### src/rtl/hamming_pkg.sv
// hamming_pkg: sizing helpers and data-bit position lookup shared by the Hamming decoder.
package hamming_pkg;
    localparam int MAX_PAR_BITS = 6;
    typedef logic [MAX_PAR_BITS-1:0] syn_max_t;
    function automatic int par_bits_to_n(input int r);
        return (1 << r) - 1;
    endfunction
    function automatic int par_bits_to_k(input int r);
        return par_bits_to_n(r) - r;
    endfunction
    function automatic bit is_pow2(input int i);
        return (i > 0) && ((i & (i - 1)) == 0);
    endfunction
    // Codeword position of the j-th data bit (j-th non-power-of-2 position).
    function automatic int data_pos(input int j);
        int cnt;
        int pos;
        cnt = 0;
        pos = 0;
        for (int i = 1; i < 128; i++) begin
            if (!is_pow2(i)) begin
                if (cnt == j && pos == 0) pos = i;
                cnt++;
            end
        end
        return pos;
    endfunction
endpackage

### src/rtl/hamming_onehot_dec.sv
// hamming_onehot_dec: SEL_W-to-OUT_W one-hot decoder; output bit g is set for select value g+1,
// so a zero select gives an all-zero output.
module hamming_onehot_dec #(
    parameter int SEL_W = 3,
    parameter int OUT_W = (1 << SEL_W) - 1
) (
    input  logic [SEL_W-1:0] i_sel,
    output logic [OUT_W-1:0] o_onehot
);
    for (genvar i = 0; i < OUT_W; i++) begin : g_dec
        assign o_onehot[i] = (i_sel == SEL_W'(i + 1));
    end
endmodule

### src/rtl/hamming_sec_pipe.sv
// hamming_sec_pipe: two-stage Hamming SEC decoder with valid/ready on both sides and a saturating
// error counter. Define HAMM_DED_EN to use bit 0 as overall parity for double-error detection.
module hamming_sec_pipe
    import hamming_pkg::*;
#(
    parameter int PAR_BITS = 3,
    parameter int CNT_W    = 8,
    localparam int N       = par_bits_to_n(PAR_BITS),
    localparam int K       = par_bits_to_k(PAR_BITS)
) (
    input  logic                clk,
    input  logic                rst_n,
    input  logic                in_valid,
    output logic                in_ready,
    input  logic [N:0]          in_code,
    output logic                out_valid,
    input  logic                out_ready,
    output logic [N:0]          out_code,
    output logic [K-1:0]        out_data,
    output logic [PAR_BITS-1:0] out_syndrome,
    output logic                out_err,
    output logic                out_dbl_err,
    output logic [CNT_W-1:0]    err_count,
    input  logic                clr_count
);
    logic                r_v1, r_v2;
    logic [N:0]          r_code1, r_code2;
    logic [PAR_BITS-1:0] r_syn1, r_syn2;
    logic [K-1:0]        r_data2;
    logic                r_err2, r_dbl2;
    logic [CNT_W-1:0]    r_cnt;
    logic                w_ld1, w_ld2;
    logic [PAR_BITS-1:0] w_syn;
    logic [N-1:0]        w_mask;
    logic [N:0]          w_fixed;
    logic [K-1:0]        w_data;
    logic                w_err, w_dbl;

    // A stage loads when empty or when its word leaves in the same cycle.
    assign w_ld2    = !r_v2 || out_ready;
    assign w_ld1    = !r_v1 || w_ld2;
    assign in_ready = w_ld1;

    always_comb begin
        w_syn = '0;
        for (int i = 1; i <= N; i++)
            if (in_code[i]) w_syn = w_syn ^ PAR_BITS'(i);
    end

    always_ff @(posedge clk or negedge rst_n) begin
        if (!rst_n) begin
            r_v1    <= 1'b0;
            r_code1 <= '0;
            r_syn1  <= '0;
        end else if (w_ld1) begin
            r_v1    <= in_valid;
            r_code1 <= in_code;
            r_syn1  <= w_syn;
        end
    end

    hamming_onehot_dec #(.SEL_W(PAR_BITS), .OUT_W(N)) u_dec (
        .i_sel    (r_syn1),
        .o_onehot (w_mask)
    );

`ifdef HAMM_DED_EN
    logic r_par1;
    always_ff @(posedge clk or negedge rst_n) begin
        if (!rst_n)     r_par1 <= 1'b0;
        else if (w_ld1) r_par1 <= ^in_code;
    end
    // Even overall parity with a nonzero syndrome means two flips: report, do not touch.
    assign w_err   = (r_syn1 != '0) || r_par1;
    assign w_dbl   = (r_syn1 != '0) && !r_par1;
    assign w_fixed = r_code1 ^ {(w_dbl ? {N{1'b0}} : w_mask), (r_syn1 == '0) && r_par1};
`else
    assign w_err   = r_syn1 != '0;
    assign w_dbl   = 1'b0;
    assign w_fixed = r_code1 ^ {w_mask, 1'b0};
`endif

    for (genvar j = 0; j < K; j++) begin : g_data
        assign w_data[j] = w_fixed[data_pos(j)];
    end

    always_ff @(posedge clk or negedge rst_n) begin
        if (!rst_n) begin
            r_v2    <= 1'b0;
            r_code2 <= '0;
            r_data2 <= '0;
            r_syn2  <= '0;
            r_err2  <= 1'b0;
            r_dbl2  <= 1'b0;
        end else if (w_ld2) begin
            r_v2    <= r_v1;
            r_code2 <= w_fixed;
            r_data2 <= w_data;
            r_syn2  <= r_syn1;
            r_err2  <= w_err;
            r_dbl2  <= w_dbl;
        end
    end

    always_ff @(posedge clk or negedge rst_n) begin
        if (!rst_n)                                         r_cnt <= '0;
        else if (clr_count)                                 r_cnt <= '0;
        else if (r_v2 && out_ready && r_err2 && r_cnt != '1) r_cnt <= r_cnt + CNT_W'(1);
    end

    assign out_valid    = r_v2;
    assign out_code     = r_code2;
    assign out_data     = r_data2;
    assign out_syndrome = r_syn2;
    assign out_err      = r_err2;
    assign out_dbl_err  = r_dbl2;
    assign err_count    = r_cnt;
endmodule

### config.mk
export PLATFORM = sky130hd
export DESIGN_NAME = hamming_sec_pipe
export DESIGN_NICKNAME = d
export VERILOG_FILES = /design/src/rtl/hamming_pkg.sv /design/src/rtl/hamming_onehot_dec.sv /design/src/rtl/hamming_sec_pipe.sv
export SDC_FILE = /design/constraint.sdc
export NUM_CORES = 1
export LEC_CHECK = 0
export CORE_AREA = 4 4 54 76
export DETAILED_ROUTE_END_ITERATION = 6
export DIE_AREA = 0 0 58 80
export GPL_TIMING_DRIVEN = 0
export PLACE_DENSITY = 0.76
export RECOVER_POWER = 100
export SYNTH_ARGS = -nofsm -noshare
export SYNTH_HDL_FRONTEND = slang
export SYNTH_SLANG_ARGS = --single-unit
### constraint.sdc
create_clock -name clk -period 2.05 [get_ports clk]
set_clock_uncertainty 0.1 [all_clocks]
set_input_delay 0.41 -clock clk [delete_from_list [all_inputs] [get_ports clk]]
set_output_delay 0.41 -clock clk [all_outputs]
set_load 0.05 [all_outputs]
==> summary by stage <==
Detailed routing
After detailed routing, the total wire length is 3470 um. After detailed routing, the number of vias per cell comes to 5.22. In the final routed layout, each cell accounts on average for 14.7 um. The violation count after the first detailed-route iteration is 37. For this run, design rule violations remaining after detail routing come to 0. The routed layout has 1,231 vias. Before antenna repair, the detailed router went through 4 iterations. The number of nets with antenna violations after routing is 0.

Global route
The via count of the first global-routing pass is 1,312. The first global-routing pass estimated 5890 um of wire. Across every metal layer, demand over resource in global routing totals 0.170. Global routing finished with a remaining overflow of 0. The maximum number of pins on one net before global-route repair is 34. The initial antenna violation count is 0.

Final layout
Of the cells placed in the final design, the portion with a size suffix greater than 1 is 0.184. The finished layout holds 236 standard cells, fillers aside. The area added between synthesis and finish is 32.0%. 0 antenna diodes ended up in the layout. After the last flow step, the layout net total stands at around 210. Fill cells in the final layout number ~290. After routing the design area is 0.00216 mm^2.

Min path
The path class of the lowest-slack min-delay path is in -> async.

Timing
The shortest clock period the worst path allows after layout is 1990 ps. Setup repair after global routing left no endpoint under its margin. For the pin with the worst max-slew slack, the measured transition is 805 ps.

The upper clock frequency limit is 504 MHz. Setup violations remaining at the end of the flow were counted as 0. The total count of hold-check failures in the final report came to 0.

The final clock period utilization by the worst path is 0.968. The final max-slew violation count is 0. The worst setup margin is 64.9 ps. The worst hold margin is 103 ps. The headroom to the max-slew limit is 0.463.

Worst setup path
Data on the critical path is required at its endpoint by between 1500 and 2000 ps. Counting stages on the worst path, the most repeated cell is sky130_fd_sc_hd__buf_6. The worst setup path is launched from an input pin.

In this run the register-to-register setup slack is between 200 and 250 ps. The setup path with the least slack is of type in -> out. For the worst setup path, the data arrival time is 1480 ps.

Measured in cells, the most critical reg-to-reg path has a length of 4. The critical path's slowest cell is sky130_fd_sc_hd__clkdlybuf4s50_1. In this run the worst path has a maximum fanout of 10. The worst register-to-register path ends at err_count[0].

The startpoint identified for the worst register-to-register timing path is err_count[0]. The worst setup path is captured at a primary output. The critical path goes through clkdlybuf4s50_1 -> nand3b_4 -> buf_6 -> buf_6. The largest single stage delay on the critical path is 520 ps.

Synth
The cell area after synthesis is 0.00163 mm^2. Each instance of the synthesized netlist takes up on average approximately 11 um^2. The instance count of the mapped netlist is 150.

Synthesis produced a netlist with a net count of 164. The post-synthesis sequential area ratio is 0.506. In the synthesized netlist the dominant register cell turns out to be sky130_fd_sc_hd__dfrtp_1.

For this run, the number of Yosys warnings is 0. Of all flip-flops after synthesis, the portion carrying an async set or reset was 1.00. Counting flops with a built-in enable in the synthesized netlist gives 0. The synthesized netlist contains 35 unique library cells. The flop and latch count out of synthesis is 33.

Placed design
Port buffering added 38 buffers. Including well taps, the total number of placed cells is 228. After detailed placement, the total cell area comes to 0.00206 mm^2.

At the end of routability-driven placement, the weighted congestion stood at 0.848. The half-perimeter wire length after placement is 2640 um. The minimum setup slack after placement is -720 ps.

Power
In this run the power spent charging and discharging nets is 0.000815 W. The combinational share of power is 0.360. The sequential share of power is 0.361. In this run the static leakage power is 0.919 nW. Of the total power, the clock network draws 0.279. VDD sags by at most 0.704 mV. For this design the ratio of total power to cell area is 1040 mW/mm^2. The overall power is approximately 0.0022 W. The switching part of the total is 0.363. The total internal power is 0.00143 W.

Floorplan
In this run the vertical extent of the chip is 80 um. The die covers 0.00464 mm^2. The x dimension of the die is 58 um. The boundary pin count is 40.

After floorplanning, the core was divided into 25 placement rows. The area of the placeable core is 0.00338 mm^2. For this configuration, the core starts out at a cell density of 0.483.

Flow run
Across the run, the number of max-cap violations was 0.

Clock tree
TritonCTS built the clock tree. Clock tree synthesis found a total of 33 sinks. The number of CTS-inserted buffers is 5. Hold repair after CTS inserted 0 buffers. The clock latency of the later-clocked register in the worst-skew pair is 280 ps. The CTS H-tree depth is 2. The cell sitting at the root of the clock tree is a sky130_fd_sc_hd__clkbuf_8.

The clock edge transition at the registers on the reported setup and hold paths is around 70 ps. The maximum clock path buffer count is 2.

Outcome
The flow ran to the end, and the final reports show no timing, DRC or antenna violations.
==> power groups by stage <==
stage | Combinational [W] | Sequential, W | Clock [W]
2_1_floorplan | 0.000343 | 0.00105 | 0
3_3_place_gp | 0.000838 | 0.000819 | 0
3_5_place_dp | 0.000849 | 0.000826 | 0
4_1_cts | 0.000833 | 0.000816 | 0.000639
5_1_grt | 0.000856 | 0.000826 | 0.000677
6_report | 0.000809 | 0.000812 | 0.000627
==> stage by stage <==
step,utilization,setup TNS [ps]
2_1_floorplan,-,0
3_3_place_gp,0.611,-6890
3_5_place_dp,0.609,-720
4_1_cts,0.642,-6.78
5_1_grt,0.638,0
6_report,0.638,0
==> cell families (layout without fill, tap and decap cells) <==
family | Yosys count | after routing | share of synthesized area
xor+xnor | 15 | 15 | 0.0805
other cells | 1 | 1 | 0.00230
buf+inv | 15 | 61 | 0.0513
mux | 15 | 15 | 0.103
fa+ha+maj | 1 | 1 | 0.00766
simple gates | 47 | 47 | 0.167
compound gates | 23 | 23 | 0.0828
flops | 33 | 33 | 0.506
==> worst max path at each step <==
stage	startpoint	endpoint	slack, ps	cells after the start
finish	out_ready	in_ready	60	4
global route	out_ready	in_ready	20	4
floorplan	err_count[0]	err_count[0]	150	4
CTS	out_ready	in_ready	-7	4
detailed placement	out_ready	in_ready	-720	4
global placement	out_ready	in_ready	-720	4
==> layer usage <==
layer  track usage  up-vias  share of wire
met1         0.171      580           0.37
met2         0.308       35           0.55
li1              -      606              -
met5             0        -              0
met4        0.0882        0          0.028
met3        0.0502       10          0.055
==> sequential cells by signal, summed over array words and instances, names as in the netlist <==
register / cells
r_code1: 8
out_err: 1
out_syndrome: 3
err_count: 8
r_syn1: 3
out_code: 8
r_v1: 1
out_valid: 1
==> area by class of cell <==
| type | count | area [um^2] | area share |
|---|---|---|---|
| Buffer | 14 | 83.8 | 0.0389 |
| Clock buffer | 7 | 86.3 | 0.0400 |
| Clock inverter | 1 | 30.0 | 0.0139 |
| Inverter | 1 | 3.75 | 0.00174 |
| Multi-Input combinational cell | 102 | 732 | 0.340 |
| Sequential cell | 33 | 826 | 0.383 |
| Tap cell | 40 | 50.0 | 0.0232 |
| Timing Repair Buffer | 38 | 344 | 0.160 |
==> Yosys cell counts (all sizes together) (2+ instances only) <==
| cell type | instances | area [um^2] |
|---|---|---|
| o21a | 2 | 15.0 |
| nor2b | 2 | 12.5 |
| nand3b | 4 | 33.8 |
| nor3 | 4 | 20.0 |
| a21oi | 16 | 80.1 |
| xor2 | 7 | 61.3 |
| mux2 | 14 | 158 |
| nand2 | 3 | 11.3 |
| nand4 | 2 | 18.8 |
| buf | 11 | 67.6 |
| nand2b | 5 | 31.3 |
| nor3b | 3 | 22.5 |
| clkbuf | 3 | 12.5 |
| nor2 | 12 | 45.0 |
| xnor2 | 8 | 70.1 |
| nand3 | 4 | 20.0 |
| a211oi | 3 | 22.5 |
| dfrtp | 33 | 826 |
| and3 | 3 | 20.0 |
==> cells in the final DEF, fill, tap and decap left out, types with 2 or more instances in the layout <==
master                            count
sky130_fd_sc_hd__and3_1               2
sky130_fd_sc_hd__nor3_1               4
sky130_fd_sc_hd__nor2b_1              2
sky130_fd_sc_hd__nor2_1              12
sky130_fd_sc_hd__nand2_1              3
sky130_fd_sc_hd__dfrtp_1             33
sky130_fd_sc_hd__nor3b_1              3
sky130_fd_sc_hd__xnor2_1              8
sky130_fd_sc_hd__clkdlybuf4s50_1     22
sky130_fd_sc_hd__a21oi_1             16
sky130_fd_sc_hd__nand2b_1             5
sky130_fd_sc_hd__buf_6                2
sky130_fd_sc_hd__dlygate4sd2_1       11
sky130_fd_sc_hd__clkbuf_1             8
sky130_fd_sc_hd__xor2_1               7
sky130_fd_sc_hd__o21a_1               2
sky130_fd_sc_hd__clkbuf_4             4
sky130_fd_sc_hd__buf_2                3
sky130_fd_sc_hd__mux2_2              14
sky130_fd_sc_hd__clkbuf_8             6
sky130_fd_sc_hd__a211oi_1             3
sky130_fd_sc_hd__clkbuf_2             2
sky130_fd_sc_hd__nand3b_1             3
sky130_fd_sc_hd__nand3_1              4
==> what timing repair did <==
item | in CTS | in global routing
buffers inserted | 0 | 0
pin swaps | 0 | 0
setup endpoints to repair | 11 | 4
gates resized for setup | 19 | 5
==> critical path: cells and delay by family <==
kind,cells,cell delay [ps]
AND/OR/NAND/NOR,1,220
buffers and inverters,3,840
Note: power is estimated with default switching activity, not from simulation.
